==> src/rtl/distance_filter.sv <==
// distance_filter: clamps incoming distance samples, averages the last four
// of them, and derives a hysteretic obstacle flag. A watchdog reports stale
// data. The obstacle output is forced high while the window is not yet
// full or the data is stale.
module distance_filter #(
  parameter int N_WIDTH        = 17,
  parameter int MAX_DIST       = 400,
  parameter int NEAR_TH        = 20,
  parameter int FAR_TH         = 30,
  parameter int TIMEOUT_CYCLES = 3000000,
  parameter int TW             = 22
) (
  input  logic               DISTANCE_FILTER_CLOCK_50,
  input  logic               DISTANCE_FILTER_RESET_InHigh,
  input  logic [N_WIDTH-1:0] DISTANCE_FILTER_DISTANCE_InBus,
  input  logic               DISTANCE_FILTER_VALID_In,
  output logic [N_WIDTH-1:0] DISTANCE_FILTER_AVERAGE_OutBus,
  output logic               DISTANCE_FILTER_VALID_Out,
  output logic               DISTANCE_FILTER_READY_Out,
  output logic               DISTANCE_FILTER_OBSTACLE_Out,
  output logic               DISTANCE_FILTER_STALE_Out
);

  localparam int SW = N_WIDTH + 2;
  localparam logic [N_WIDTH-1:0] MAX_D  = N_WIDTH'(MAX_DIST);
  localparam logic [N_WIDTH-1:0] NEAR_D = N_WIDTH'(NEAR_TH);
  localparam logic [N_WIDTH-1:0] FAR_D  = N_WIDTH'(FAR_TH);
  localparam logic [TW-1:0]      TO_D   = TW'(TIMEOUT_CYCLES);

  logic                    clk, rst;
  assign clk = DISTANCE_FILTER_CLOCK_50;
  assign rst = DISTANCE_FILTER_RESET_InHigh;

  // stage 0
  logic                    v0_q;
  logic [N_WIDTH-1:0]      s0_q, s_clamp;
  // stage 1
  logic                    v1_q;
  logic [3:0][N_WIDTH-1:0] win_q;
  logic [SW-1:0]           sum_q, sum_d;
  logic [2:0]              fill_q, fill_d;
  // stage 2
  logic                    vout_q, ready_q, obst_q, obst_d;
  logic [N_WIDTH-1:0]      avg_q, avg_d;
  // watchdog
  logic [TW-1:0]           timer_q, timer_d;

  // Next-state logic for clamp, window sum, fill, hysteresis and watchdog.
  always_comb begin
    s_clamp = (DISTANCE_FILTER_DISTANCE_InBus > MAX_D) ? MAX_D
                                                       : DISTANCE_FILTER_DISTANCE_InBus;
    // Modular arithmetic is exact here: the true result is never negative.
    sum_d   = sum_q + {2'b00, s0_q} - {2'b00, win_q[3]};
    fill_d  = (fill_q == 3'd4) ? fill_q : fill_q + 3'd1;
    avg_d   = sum_q[SW-1:2];
    obst_d  = obst_q;
    if (fill_q == 3'd4) begin
      if (avg_d < NEAR_D)     obst_d = 1'b1;
      else if (avg_d > FAR_D) obst_d = 1'b0;
    end
    timer_d = timer_q;
    if (DISTANCE_FILTER_VALID_In) timer_d = '0;
    else if (timer_q != TO_D)     timer_d = timer_q + 1'b1;
  end

  // Three-stage pipeline plus watchdog timer; reset wins over a new sample.
  always_ff @(posedge clk) begin
    if (rst) begin
      v0_q    <= 1'b0;
      s0_q    <= '0;
      v1_q    <= 1'b0;
      win_q   <= '0;
      sum_q   <= '0;
      fill_q  <= '0;
      vout_q  <= 1'b0;
      avg_q   <= '0;
      ready_q <= 1'b0;
      obst_q  <= 1'b0;
      timer_q <= '0;
    end else begin
      v0_q <= DISTANCE_FILTER_VALID_In;
      if (DISTANCE_FILTER_VALID_In) s0_q <= s_clamp;
      v1_q <= v0_q;
      if (v0_q) begin
        win_q  <= {win_q[2:0], s0_q};
        sum_q  <= sum_d;
        fill_q <= fill_d;
      end
      vout_q <= v1_q;
      if (v1_q) begin
        avg_q   <= avg_d;
        ready_q <= (fill_q == 3'd4);
        obst_q  <= obst_d;
      end
      timer_q <= timer_d;
    end
  end

  assign DISTANCE_FILTER_AVERAGE_OutBus = avg_q;
  assign DISTANCE_FILTER_VALID_Out      = vout_q;
  assign DISTANCE_FILTER_READY_Out      = ready_q;
  assign DISTANCE_FILTER_STALE_Out      = (timer_q == TO_D);
  assign DISTANCE_FILTER_OBSTACLE_Out   = ~ready_q | obst_q | DISTANCE_FILTER_STALE_Out;

endmodule

==> config.mk <==
export PLATFORM = sky130hd
export DESIGN_NAME = distance_filter
export DESIGN_NICKNAME = d
export VERILOG_FILES = /design/src/rtl/distance_filter.sv
export SDC_FILE = /design/constraint.sdc
export NUM_CORES = 1
export LEC_CHECK = 0
export ABC_CLOCK_PERIOD_IN_PS = 3700
export CAP_MARGIN = 20
export CORE_UTILIZATION = 50
export DETAILED_ROUTE_END_ITERATION = 8
export PLACE_DENSITY = 0.74
export SLEW_MARGIN = 20
export SYNTH_ARGS = -nofsm -noshare
export SYNTH_HDL_FRONTEND = slang
export SYNTH_SLANG_ARGS = --single-unit
==> constraint.sdc <==
create_clock -name DISTANCE_FILTER_CLOCK_50 -period 3.7 [get_ports DISTANCE_FILTER_CLOCK_50]
set_input_delay 0.555 -clock DISTANCE_FILTER_CLOCK_50 [delete_from_list [all_inputs] [get_ports DISTANCE_FILTER_CLOCK_50]]
set_output_delay 0.555 -clock DISTANCE_FILTER_CLOCK_50 [all_outputs]
set_load 0.03 [all_outputs]
==> metrics.md, run 1 <==
| Metric | Value |
|---|---|
| Slowest stage delay, CP | `0.65 ns` |
| Critical Path RT | `3.14 ns` |
| Port bufs | `40` |
| DRC viols | `0` |
| Largest net degree at the start of global routing | `74` |
| Core area | `0.0135 mm2` |
| Reg2reg path depth | `10` |
| Number of flops mapped to enable cells by yosys | `0` |
| Wire per inst | `14.1 um` |
| Post-synth top area cell | `dfxtp_1` |
| Slowest CP cell | `clkdlybuf4s50_1` |
| Reg2reg start | `s0_q[1]` |
| Bufs and invs on worst path | `2` |
| CP Cell Sequence | `inv_1, ha_1, nor4b_2, nand4_1, nor4_4, or3b_2, clkdlybuf4s50_1` |
| Worst setup SP type | `flop` |
| Register area share after synthesis | `43.2%` |
| Pre-CTS WS | `0.812 ns` |
| Unrepaired setup endpoints after global routing | `false` |
| Routed WL | `13800 um` |
| Chip width | `120 um` |
| Proportion of layout cells with a drive suffix above 1 | `6.09%` |
| # setup viols final | `0` |
| Max Cap Viol | `0` |
| Cell row count | `42` |
| Lkg Pwr | `3.17 nW` |
| Crit path kind | `flop to output port` |
| Flip-flop and latch count after synthesis | `151` |
| H-tree lvl count | `4` |
| Status | `complete, no violations` |
| Synthesized area | `0.00700 mm2` |
| Drt via density | `5.27` |
| Final Cycle Share | `90.3%` |
| Top delay family on crit path | `simple AND/OR/NAND/NOR gates` |
| Post-CTS Setup Bufs | `0` |
| Final worst slack | `0.360 ns` |
| Worst-skew pair later-pin latency | `0.42 ns` |
| Vias | `5166` |
| IO Pins | `41` |
| Clk slew on worst S/H paths | `0.06 ns` |
| CTS tree | `done` |
| Final Hold Viols | `0` |
| First drt pass iteration count | `5` |
| Top cell type's share of synthesized area | `43.2%` |
| Final Max Tran Viols | `0` |
| Levels on crit path | `7` |
| Hold slack | `0.484 ns` |
| GRT Util Overall | `20.7%` |
| Chip Height | `120 um` |
| Flop2flop setup slack | `0.84 ns` |
| Post-route setup TNS | `0 ns` |
| Synth cell types | `58` |
| DIE AREA | `0.0145 mm2` |
| CTS Buffer Depth | `2` |
| Routability cong. | `0.838` |
| Vias in the first global route | `5229` |
| Grt ovf | `0` |
| Critical Path AT | `2.78 ns` |
| Worst reg2reg path endpoint | `sum_q[16]` |
| Worst-margin pin slew | `0.815 ns` |
| Max frequency | `299 MHz` |
| Pwr dens | `559 mW/mm2` |
| Worst slew margin | `45.6%` |
| Post-DP Area | `0.00753 mm2` |
| Final Skew | `0.00968 ns` |
| Post-synth ARST share | `0%` |
| Sink Count | `151` |
| CTS hold repair buffers | `0` |
| CTS resizes | `0` |
| CP Capture Point | `DISTANCE_FILTER_OBSTACLE_Out` |
| Synth warn | `0` |
| CTS root buffer | `clkbuf_16` |
| Synth Net Count | `824` |
| CP max FO | `6` |
| Area Overhead vs Synth | `15.7%` |
| Dominant cells by area after synthesis | `dfxtp_1 (43%), mux2i_1 (13%), nor2_1 (8.0%)` |
| Initial Utilization | `52.0%` |
| 1st-iter DRT viols | `299` |
| Critical Path Source | `timer_q[0]` |
| Fin nets | `855` |
| Synth Instances | `762` |
| Hold Crit Class | `flop to flop` |
| First-pass GRT wire length | `23800 um` |
| Initial antenna violation count | `0` |
| Post-DP HPWL | `9750 um` |
| Prevailing post-synth register cell | `dfxtp_1` |
| Cell area after layout | `0.00810 mm2` |
| CTS Buf Count | `17` |
| Max IR drop VDD | `0.361 mV` |
| Crit. End Element | `output port` |
| Diodes inserted | `0` |
| Final antenna-violating net count | `0` |
| Post-Syn Area per Cell | `9.19 um2` |
| Post-layout min period | `3.34 ns` |
-- report_power, final --
| part | total, mW | internal (mW) | leakage (nW) | switching [mW] |
|---|---|---|---|---|
| Sequential | 1.76 | 1.68 | 1.22 | 0.0737 |
| Clock | 1.66 | 1.00 | 0.279 | 0.661 |
| Combinational | 1.11 | 0.487 | 1.67 | 0.618 |
| Total | 4.53 | 3.18 | 3.17 | 1.35 |
-- cell type report --
cell class              instances  area [um2]
multi-input cells             498        3540
clock inverters                12         130
flip-flops and latches        151        3030
inverters                      82         308
well taps                     176         220
clock buffers                  19         443
fillers                      1133        5350
repair buffers                 43         433
-- placed cells by master (no fill, tap or decap), types with 4 or more instances in the layout --
| cell type | n |
|---|---|
| clkinv_2 | 4 |
| nand3_1 | 10 |
| fa_1 | 17 |
| dfxtp_1 | 150 |
| a211oi_1 | 6 |
| mux2i_1 | 93 |
| ha_1 | 25 |
| a21oi_1 | 20 |
| nor3_1 | 11 |
| clkbuf_16 | 17 |
| o22ai_1 | 6 |
| clkinv_4 | 4 |
| xnor2_1 | 20 |
| nand2_1 | 32 |
| nor4b_2 | 4 |
| inv_1 | 82 |
| nor4_1 | 7 |
| nand2b_1 | 8 |
| and3_1 | 7 |
| xor2_1 | 11 |
| nor2b_1 | 5 |
| o21ai_0 | 17 |
| nor2_1 | 150 |
| nand4_1 | 5 |
| clkdlybuf4s50_1 | 39 |
-- per-layer routing --
| metal | global-route usage (%) | wire length (um) | vias up |
|---|---|---|---|
| li1 | - | - | 2591 |
| met1 | 25.6 | 6590 | 2472 |
| met2 | 35.2 | 6560 | 92 |
| met3 | 5.24 | 551 | 11 |
| met4 | 6.64 | 131 | 0 |
| met5 | 0 | 0 | - |
-- Yosys cell counts, types with 4 or more instances --
master and number:
nand4_1 5, a21oi_1 20, nor2_1 150, dfxtp_1 151, and3_1 7, a211oi_1 6, ha_1 25, o22ai_1 6
nand2_1 32, buf_2 6, nor4_1 7, nand2b_1 8, nor3_1 11, xor2_1 11, clkbuf_1 21, o21ai_0 17
fa_1 17, nor4b_2 4, mux2i_1 93, nand3_1 10, xnor2_1 20, nor2b_1 5, inv_1 82
-- worst min-delay path by stage --
stage,from,slack [ns],endpoint,depth (start not counted)
6_report,DISTANCE_FILTER_READY_Out,0.48,DISTANCE_FILTER_READY_Out,2
5_1_grt,DISTANCE_FILTER_READY_Out,0.51,DISTANCE_FILTER_READY_Out,2
4_1_cts,DISTANCE_FILTER_READY_Out,0.49,DISTANCE_FILTER_READY_Out,2
3_5_place_dp,DISTANCE_FILTER_READY_Out,0.48,DISTANCE_FILTER_READY_Out,2
3_3_place_gp,DISTANCE_FILTER_AVERAGE_OutBus[3],0.47,DISTANCE_FILTER_AVERAGE_OutBus[3],2
2_1_floorplan,win_q[0],0.46,win_q[0],2
-- cell families (layout without fill, tap and decap cells) --
group | after synthesis | after routing | synth area share, %
simple gates | 252 | 252 | 16.7
flops | 151 | 151 | 43.2
buf+inv | 113 | 156 | 6.22
mux | 93 | 93 | 13.3
compound gates | 80 | 80 | 7.45
fa+ha+maj | 42 | 42 | 9.33
xor+xnor | 31 | 31 | 3.88
-- sequential cells by signal (all words and copies together), names as in the netlist --
register                        count
win_q                              68
timer_q                            22
sum_q                              19
DISTANCE_FILTER_AVERAGE_OutBus     17
s0_q                               17
fill_q                              3
DISTANCE_FILTER_READY_Out           1
DISTANCE_FILTER_VALID_Out           1
obst_q                              1
v0_q                                1
v1_q                                1
-- tightest hold or removal path, cell delays in order (launching register included) --
cell	delay [ns]
dfxtp_1	0.32
nand2b_1	0.07
a21oi_1	0.06
-- per-stage QoR --
step,instances,total power [mW],util (%)
after floorplan,762,2.64,-
after global placement,950,2.86,56.0
after detailed placement,950,2.89,56.0
after CTS,981,4.56,60.2
after global routing,981,4.78,60.2
final,981,4.53,60.2
(Power assumes the default switching activity.)
==> inputs of run 2 (changes only) <==
Settings changed: SLEW_MARGIN 20 to unset.
==> results of run 2 <==
The final DEF is identical to that of run 1; final timing and power are the same.
